==> config.mk <==
export PLATFORM = sky130hd
export DESIGN_NAME = fp20_mul_pipe
export DESIGN_NICKNAME = d
export VERILOG_FILES = /design/src/rtl/fp20_pkg.sv /design/src/rtl/fp20_norm_round.sv /design/src/rtl/fp20_mul_pipe.sv
export SDC_FILE = /design/constraint.sdc
export NUM_CORES = 1
export LEC_CHECK = 0
export CAP_MARGIN = 10
export CORE_MARGIN = 2
export CORE_UTILIZATION = 59
export CTS_CLUSTER_DIAMETER = 60
export CTS_CLUSTER_SIZE = 12
export DETAILED_ROUTE_END_ITERATION = 10
export PLACE_DENSITY_LB_ADDON = 0.08
export SKIP_CTS_REPAIR_TIMING = 1
export SLEW_MARGIN = 30
export SYNTH_ARGS = -nofsm -noshare
export SYNTH_HDL_FRONTEND = slang
export SYNTH_SLANG_ARGS = --single-unit
==> constraint.sdc <==
create_clock -name clk -period 8.45 [get_ports clk]
set_clock_uncertainty 0.05 [all_clocks]
set_input_delay 0.845 -clock clk [delete_from_list [all_inputs] [get_ports clk]]
set_output_delay 0.845 -clock clk [all_outputs]
set_load 0.02 [all_outputs]
==> src/rtl/fp20_pkg.sv <==
// Shared format constants, operand classes and the classifier for the 20-bit float
// (sign[19], exponent[18:13] biased by 31, fraction[12:0] with hidden leading 1).
package fp20_pkg;
    localparam int EXP_W   = 6;
    localparam int FRAC_W  = 13;
    localparam int WIDTH   = 1 + EXP_W + FRAC_W;
    localparam int MANT_W  = FRAC_W + 1;
    localparam int PROD_W  = 2 * MANT_W;
    localparam int BIAS    = 31;
    localparam int EXP_MAX = 63;
    localparam logic [WIDTH-1:0] QNAN = 20'h7F000;

    typedef logic signed [7:0] exp_t;

    typedef enum logic [1:0] {
        CLS_ZERO,
        CLS_NORM,
        CLS_INF,
        CLS_NAN
    } fp_class_e;

    // Denormals have exponent 0 and are treated as zero.
    function automatic fp_class_e classify(input logic [WIDTH-1:0] x);
        logic [EXP_W-1:0]  e;
        logic [FRAC_W-1:0] f;
        e = x[WIDTH-2 -: EXP_W];
        f = x[FRAC_W-1:0];
        if (e == '0)
            return CLS_ZERO;
        if (e == '1)
            return (f == '0) ? CLS_INF : CLS_NAN;
        return CLS_NORM;
    endfunction
endpackage

==> src/rtl/fp20_norm_round.sv <==
// Normalizes the 28-bit mantissa product and rounds to nearest, ties to even.
// exp_out includes the normalization shift only; the caller adds round_carry.
module fp20_norm_round
    import fp20_pkg::*;
(
    input  logic [PROD_W-1:0] prod,
    input  exp_t              exp_in,
    output logic [FRAC_W-1:0] frac,
    output exp_t              exp_out,
    output logic              round_carry
);
    logic [FRAC_W-1:0] frac_t;
    logic              guard;
    logic              sticky;
    logic              round_up;
    logic [FRAC_W:0]   frac_r;

    // NOTE: every output of a combinational block is assigned on all paths, so no latch is inferred.
    always_comb begin
        if (prod[PROD_W-1]) begin
            frac_t  = prod[PROD_W-2 -: FRAC_W];
            guard   = prod[PROD_W-2-FRAC_W];
            sticky  = |prod[PROD_W-3-FRAC_W:0];
            exp_out = exp_in + 8'sd1;
        end else begin
            frac_t  = prod[PROD_W-3 -: FRAC_W];
            guard   = prod[PROD_W-3-FRAC_W];
            sticky  = |prod[PROD_W-4-FRAC_W:0];
            exp_out = exp_in;
        end
        round_up    = guard & (sticky | frac_t[0]);
        // An all-ones fraction rounding up wraps to zero, which is exactly 1.0 after renormalizing.
        frac_r      = {1'b0, frac_t} + {{FRAC_W{1'b0}}, round_up};
        frac        = frac_r[FRAC_W-1:0];
        round_carry = frac_r[FRAC_W];
    end
endmodule

==> src/rtl/fp20_mul_pipe.sv <==
// Four-stage pipelined fp20 multiplier: capture, exponent/mantissa product,
// normalize/round, special-case packing into the output registers.
module fp20_mul_pipe
    import fp20_pkg::*;
(
    input  logic             clk,
    input  logic             sclr,
    input  logic             operation_nd,
    output logic             operation_rfd,
    input  logic [WIDTH-1:0] a,
    input  logic [WIDTH-1:0] b,
    output logic             rdy,
    output logic [WIDTH-1:0] result,
    output logic             overflow,
    output logic             underflow,
    output logic             invalid_op
);
    logic              accept;
    logic [2:0]        vld_q;

    logic [WIDTH-1:0]  a1_q, b1_q;

    fp_class_e         cls_a2_q, cls_b2_q;
    logic              sign2_q;
    exp_t              exp2_q;
    logic [PROD_W-1:0] prod2_q;

    fp_class_e         cls_a3_q, cls_b3_q;
    logic              sign3_q;
    exp_t              exp3_q;
    logic [FRAC_W-1:0] frac3_q;

    logic [FRAC_W-1:0] nr_frac;
    exp_t              nr_exp;
    logic              nr_carry;

    logic [WIDTH-1:0]  res_d;
    logic              ovf_d, unf_d, inv_d;

    assign accept = operation_nd & operation_rfd;

    // NOTE: sequential state uses non-blocking assignments so every stage sees last cycle's values.
    always_ff @(posedge clk) begin
        if (sclr) begin
            operation_rfd <= 1'b0;
            vld_q         <= '0;
            rdy           <= 1'b0;
            result        <= '0;
            overflow      <= 1'b0;
            underflow     <= 1'b0;
            invalid_op    <= 1'b0;
        end else begin
            operation_rfd <= 1'b1;
            vld_q         <= {vld_q[1:0], accept};
            rdy           <= vld_q[2];
            if (vld_q[2]) begin
                result     <= res_d;
                overflow   <= ovf_d;
                underflow  <= unf_d;
                invalid_op <= inv_d;
            end
        end
    end

    // NOTE: datapath stages are not reset; the cleared valid chain keeps stale contents from escaping.
    always_ff @(posedge clk) begin
        if (accept) begin
            a1_q <= a;
            b1_q <= b;
        end
        if (vld_q[0]) begin
            cls_a2_q <= classify(a1_q);
            cls_b2_q <= classify(b1_q);
            sign2_q  <= a1_q[WIDTH-1] ^ b1_q[WIDTH-1];
            exp2_q   <= $signed({2'b00, a1_q[WIDTH-2 -: EXP_W]})
                      + $signed({2'b00, b1_q[WIDTH-2 -: EXP_W]}) - exp_t'(BIAS);
            prod2_q  <= PROD_W'({1'b1, a1_q[FRAC_W-1:0]}) * PROD_W'({1'b1, b1_q[FRAC_W-1:0]});
        end
        if (vld_q[1]) begin
            cls_a3_q <= cls_a2_q;
            cls_b3_q <= cls_b2_q;
            sign3_q  <= sign2_q;
            exp3_q   <= nr_exp + exp_t'(nr_carry);
            frac3_q  <= nr_frac;
        end
    end

    fp20_norm_round u_norm_round (
        .prod        (prod2_q),
        .exp_in      (exp2_q),
        .frac        (nr_frac),
        .exp_out     (nr_exp),
        .round_carry (nr_carry)
    );

    // Special cases in priority order; flags are mutually exclusive.
    always_comb begin
        res_d = {sign3_q, exp3_q[EXP_W-1:0], frac3_q};
        ovf_d = 1'b0;
        unf_d = 1'b0;
        inv_d = 1'b0;
        if (cls_a3_q == CLS_NAN || cls_b3_q == CLS_NAN
            || (cls_a3_q == CLS_INF && cls_b3_q == CLS_ZERO)
            || (cls_a3_q == CLS_ZERO && cls_b3_q == CLS_INF)) begin
            res_d = QNAN;
            inv_d = 1'b1;
        end else if (cls_a3_q == CLS_INF || cls_b3_q == CLS_INF) begin
            res_d = {sign3_q, {EXP_W{1'b1}}, {FRAC_W{1'b0}}};
        end else if (cls_a3_q == CLS_ZERO || cls_b3_q == CLS_ZERO) begin
            res_d = {sign3_q, {(WIDTH-1){1'b0}}};
        end else if (exp3_q >= exp_t'(EXP_MAX)) begin
            res_d = {sign3_q, {EXP_W{1'b1}}, {FRAC_W{1'b0}}};
            ovf_d = 1'b1;
        end else if (exp3_q <= 8'sd0) begin
            res_d = {sign3_q, {(WIDTH-1){1'b0}}};
            unf_d = 1'b1;
        end
    end
endmodule

Yosys cells after proc, flatten, opt, wreduce, memory -nomap -nowiden

Cells that the tools add are included.

Flip-flop bits (word level): 135
Bits of input ports: 43
Output and inout bits: 25
Logic and storage cells: 92

Bitwise logic cells: 4
Equal/unequal tests: 6
Mux-type cells: 40
Magnitude comparators: 2
Add/sub/neg operators: 5
Reductions and logical operators: 15
Multipliers: 1

Operators by type and width:

| kind                                                                              | number |
|---|---|
| 19-bit two-way mux                                                                | 4 |
| 14-bit by 14-bit multiplier with 28-bit output                                    | 1 |
| 13-bit zero test                                                                  | 2 |
| 1-bit two-way mux                                                                 | 25 |
| 20-bit two-way mux                                                                | 1 |
| 2-bit two-way mux                                                                 | 8 |
| 13-bit by 1-bit adder with 14-bit output                                          | 1 |
| 13-bit two-way mux                                                                | 1 |
| 13-bit OR reduction                                                               | 1 |
| 6-bit equality test (second input constant)                                       | 2 |
| 6-bit zero test                                                                   | 2 |
| 12-bit OR reduction                                                               | 1 |
| 8-bit by 2-bit adder with 8-bit output                                            | 1 |
| 8-bit by 2-bit adder with 8-bit output (second input constant)                    | 1 |
| 2-bit equality test (second input constant)                                       | 4 |
| 8-bit by 7-bit >= comparator with 1-bit output (second input constant)            | 1 |
| 8-bit by 1-bit less-or-equal comparator with 1-bit output (second input constant) | 1 |
| 8-bit two-way mux                                                                 | 1 |
| 7-bit by 5-bit subtractor with 8-bit output (second input constant)               | 1 |
| 6-bit by 6-bit adder with 7-bit output                                            | 1 |
| 1-bit logical OR                                                                  | 5 |
| 2-bit zero test                                                                   | 2 |
| 1-bit bitwise AND                                                                 | 2 |
| 1-bit logical AND                                                                 | 2 |
| 2 further kinds                                                                   | 2 |

Longest topological paths before layout

Depth after elaboration: 7
Gate-level depth with buffers: 22
Gate-level depth less buffers: 22

By module

A second synthesis with hierarchy kept.

Cells, all modules: 1157
Area total of the unflattened synthesis: 12030.3 sq um

By module, submodules not included:

| module          | cells each | times used | area an instance (sq um) | sequential area each (sq um) |
|---|---|---|---|---|
| fp20_mul_pipe   | 1059       | 1          | 11307.1                  | 3773.6 |
| fp20_norm_round | 98         | 1          | 723.2                    | 0.0 |

Worst setup path after synthesis

Ideal clock, no wire load.

Path type: register to register
Start point: register a1_q[7]
End point: register prod2_q[27] (data pin)
Slack: 2504 ps
Required time: 8136 ps
Arrival time: 5632 ps
Period minus slack after synthesis: 5946 ps
Cell stages (with the launch flop): 22
Buffers on the path: 1
Setup time: 264 ps
Cells stage by stage: edfxtp_1 clkbuf_1 and2_1 fa_1 inv_1 fa_1 inv_1 fa_1 inv_1 fa_1 inv_1 fa_1 inv_1 fa_1 inv_1 ha_1 nand4_1 o22ai_1 o41a_1 o31a_1 o41ai_2 xnor2_1

Word-level cells in the longest chain between the ends: 1

Ends and longest elaborated chain:

| element                                        | line                | RTL |
|---|---|---|
| start: declaration                             | fp20_mul_pipe.sv:21 | `logic [WIDTH-1:0] a1_q, b1_q;` |
| start signal: assignment                       | fp20_mul_pipe.sv:68 | `a1_q <= a;` |
| 14-bit by 14-bit multiplier with 28-bit output | fp20_mul_pipe.sv:77 | `prod2_q <= PROD_W'({1'b1, a1_q[FRAC_W-1:0]}) * PROD_W'({1'b1, b1_q[FRAC_W-1:0]});` |
| end signal: assignment                         | fp20_mul_pipe.sv:77 |  |
| end: declaration                               | fp20_mul_pipe.sv:26 | `logic [PROD_W-1:0] prod2_q;` |

Every way passes these cells.
A chain may end at the register's enable or synchronous reset.

Worst setup path in the final report

Start point: register a1_q[8]
End point: register prod2_q[27] (data pin)

Same word-level chain as after synthesis.

==> impl_metrics.env <==
export IMPL_outcome="complete, no violations"
export IMPL_path_max_fanout=15
export IMPL_cp_data_required_time_ns=8.57
export IMPL_routed_wl_mm=25.1
export IMPL_area_growth_pct=12.4
export IMPL_first_pass_iters=5
export IMPL_htreeDepth=4
export IMPL_antenna_cells=0
export IMPL_cts_made_buffers=17
export IMPL_cp_start_kind="register"
export IMPL_netlist_area_um2=11900
export IMPL_leakagePower_nw=6.01
export IMPL_remaining_drc_errors=0
export IMPL_die_w_um=146
export IMPL_fin_ws_ns=2.17
export IMPL_crit_chain="and2_1 > fa_1 > inv_1 > fa_1 > inv_1 > fa_1 > fa_1 > fa_1 > inv_1 > fa_1 > inv_1 > ha_1 > a21oi_1 > o22ai_1 > o41a_1 > o31a_1 > o41ai_2 > xnor2_1"
export IMPL_clk_root_buffer_cell="clkbuf_16"
export IMPL_drv_slew=0
export IMPL_die_area_um2=21400
export IMPL_dieHeight_um=146
export IMPL_yosys_area_top_type_share_pct=27.0
export IMPL_crit_family="adder cells"
export IMPL_ys_ff_latch=135
export IMPL_drt_iter0_drc=592
export IMPL_worstPathArrival_ns=6.40
export IMPL_cp_buffers_inverters=4
export IMPL_track_usage_pct=24.7
export IMPL_async_reset_ff_share_pct=0
export IMPL_vdd_ir_drop_worst_v=0.000286
export IMPL_finalHoldViolCount=0
export IMPL_synth_edf_count=107
export IMPL_yosys_top_cells_count="199 x inv_1, 142 x fa_1, 136 x nand2_1"
export IMPL_fin_nets=1503
export IMPL_synth_distinct_cells=55
export IMPL_routed_via_density=5.51
export IMPL_hpwlAfterDp_mm=19.6
export IMPL_start_util_pct=60.6
export IMPL_ys_flop_type="edfxtp_1"
export IMPL_place_congestion=0.895
export IMPL_power_density_nw_per_um2=327
export IMPL_ios=68
export IMPL_critPathSlowestCell="edfxtp_1"
export IMPL_synth_mux_area_share_pct=0.693
export IMPL_grt_pass1_wl_mm=41.4
export IMPL_overflow=0
export IMPL_setup_viol=0
export IMPL_ys_seq_area_share_pct=31.7
export IMPL_core_area_um2=19700
export IMPL_rsz0062_at_grt="no"
export IMPL_slowest_delay_ns=0.66
export IMPL_grt_pass1_vias=8276
export IMPL_fillCellCount=1593
export IMPL_dp_slack_ns=2.22
export IMPL_cap_violations=0
export IMPL_synthAdderAreaFrac_pct=35.0
export IMPL_grt_max_degree=43
export IMPL_synth_nets=1456
export IMPL_finalCritPeriodShare_pct=74.3
export IMPL_worst_pin_slew_ns=0.903
export IMPL_synth_top_family_by_area="adder cells"
export IMPL_ant_nets=0
export IMPL_final_layout_size_suffix_gt1_share_pct=3.76
export IMPL_tns_ns=0
export IMPL_synth_xor_area_share_pct=4.19
export IMPL_synth_area_per_cell_um2=10.2
export IMPL_port_buffers=67
export IMPL_synth_simple_area_share_pct=13.3
export IMPL_cts_buffer_depth=2
export IMPL_synth_compound_area_share_pct=7.52
export IMPL_yosysTopAreaCell="edfxtp_1"
export IMPL_clkTransAtPathRegs_ns=0.07
export IMPL_netlist_top_cells_area="edfxtp_1 27%, fa_1 24%, ha_1 11%"
export IMPL_criticalPathCategory="register to register"
export IMPL_post_synth_top_count_cell="inv_1"
export IMPL_critPathMostFrequentCell="fa_1"
export IMPL_via_count=8213
export IMPL_max_clock_freq_mhz=159
export IMPL_synthCells=1165
export IMPL_cts_tree="done"
export IMPL_avgRoutedWirePerCell_um=16.8
export IMPL_grt_antenna_before_repair=0
export IMPL_hold_class="register to register"
export IMPL_clkLatencyLatePin_ns=0.43
export IMPL_cp_end_kind="register"
export IMPL_cts_sinks=135
export IMPL_layout_min_cycle_time_ns=6.28
export IMPL_relSlewSlack_pct=39.6
export IMPL_row_count=51
export IMPL_yosysWarnings=0
-- placed cells by master (no fill, tap or decap), drive strengths merged, types with 7 or more instances in the layout --
cell type / Yosys / final
a31oi: 7 / 7
nor2: 63 / 63
nand2: 136 / 136
ha: 106 / 106
o22ai: 7 / 7
dfxtp: 28 / 28
nand4: 8 / 8
xor2: 21 / 21
nand3: 16 / 16
xnor2: 36 / 36
fa: 142 / 142
and2: 58 / 58
o21ai: 29 / 29
clkbuf: 36 / 18
edfxtp: 107 / 107
a21o: 11 / 11
a21oi: 45 / 45
a22oi: 13 / 13
nor3: 15 / 15
clkdlybuf4s50: 0 / 67
inv: 199 / 208
-- routing by layer --
metal	share of wire, %	track usage (%)	vias up
met4	2.6	8.16	0
met2	48	40.3	259
li1	-	-	3886
met1	44	34.0	4018
met5	0	0	-
met3	4.9	4.28	50
-- power breakdown --
| group | switching, mW | internal, mW | leakage [nW] |
|---|---|---|---|
| Sequential | 0.0812 | 0.919 | 1.23 |
| Clock | 0.338 | 0.442 | 0.308 |
| Combinational | 1.48 | 1.12 | 4.47 |
| Total | 1.90 | 2.48 | 6.01 |
-- sequential cells by signal (all words and copies together), names as in the netlist, 3 cells and up --
signal / cells
prod2_q: 28
exp3_q: 8
frac3_q: 13
result: 20
exp2_q: 8
a1_q: 20
b1_q: 20
vld_q: 3
-- cells by family (layout without fill, tap and decap cells) --
kind of cell	count (synthesis)	count (layout)
AO/OA/AOI/OAI	141	141
XOR/XNOR	57	57
adder cells (fa/ha/maj)	248	248
buffers and inverters	241	301
flip-flops	135	135
multiplexers	8	8
AND/OR/NAND/NOR	335	335
-- through the flow --
step	util (%)	cell area (µm²)	cells	hold slack [ns]	total power, mW
2_1_floorplan	-	11900	1165	0.350	3.00
3_3_place_gp	65.0	12800	1458	0.350	3.54
3_5_place_dp	65.0	12800	1458	0.361	3.57
4_1_cts	68.2	13400	1490	0.375	4.38
5_1_grt	68.2	13400	1490	0.375	4.78
6_report	68.2	13400	1490	0.373	4.38
-- final timing paths --
check | from | end | slack [ns] | cells past startpoint
max | a1_q[8]$_DFFE_PP_ | prod2_q[27]$_DFFE_PP_ | 2.17 | 18
min | sign2_q$_DFFE_PP_ | sign3_q$_DFFE_PP_ | 0.37 | 0
max reg2reg | a1_q[8]$_DFFE_PP_ | prod2_q[27]$_DFFE_PP_ | 2.17 | 18
min reg2reg | sign2_q$_DFFE_PP_ | sign3_q$_DFFE_PP_ | 0.37 | 0
-- final cells by class --
cell class | count | area (µm²) | area share [%]
inverter | 201 | 754 | 5.63
clock inverter | 14 | 174 | 1.30
multi-input combinational | 789 | 7230 | 54.0
tap | 265 | 332 | 2.47
clock buffer | 18 | 450 | 3.36
timing repair buffer | 68 | 678 | 5.06
sequential | 135 | 3780 | 28.2
-- worst reg2reg max path, stage by stage (launching register included) --
cell	delay (ns)
edfxtp_1	0.66
and2_1	0.31
fa_1	0.53
inv_1	0.05
fa_1	0.47
inv_1	0.05
fa_1	0.48
fa_1	0.50
fa_1	0.49
inv_1	0.05
fa_1	0.47
inv_1	0.04
ha_1	0.36
a21oi_1	0.22
o22ai_1	0.13
o41a_1	0.47
o31a_1	0.34
o41ai_2	0.24
xnor2_1	0.11
(Power assumes the default switching activity.)
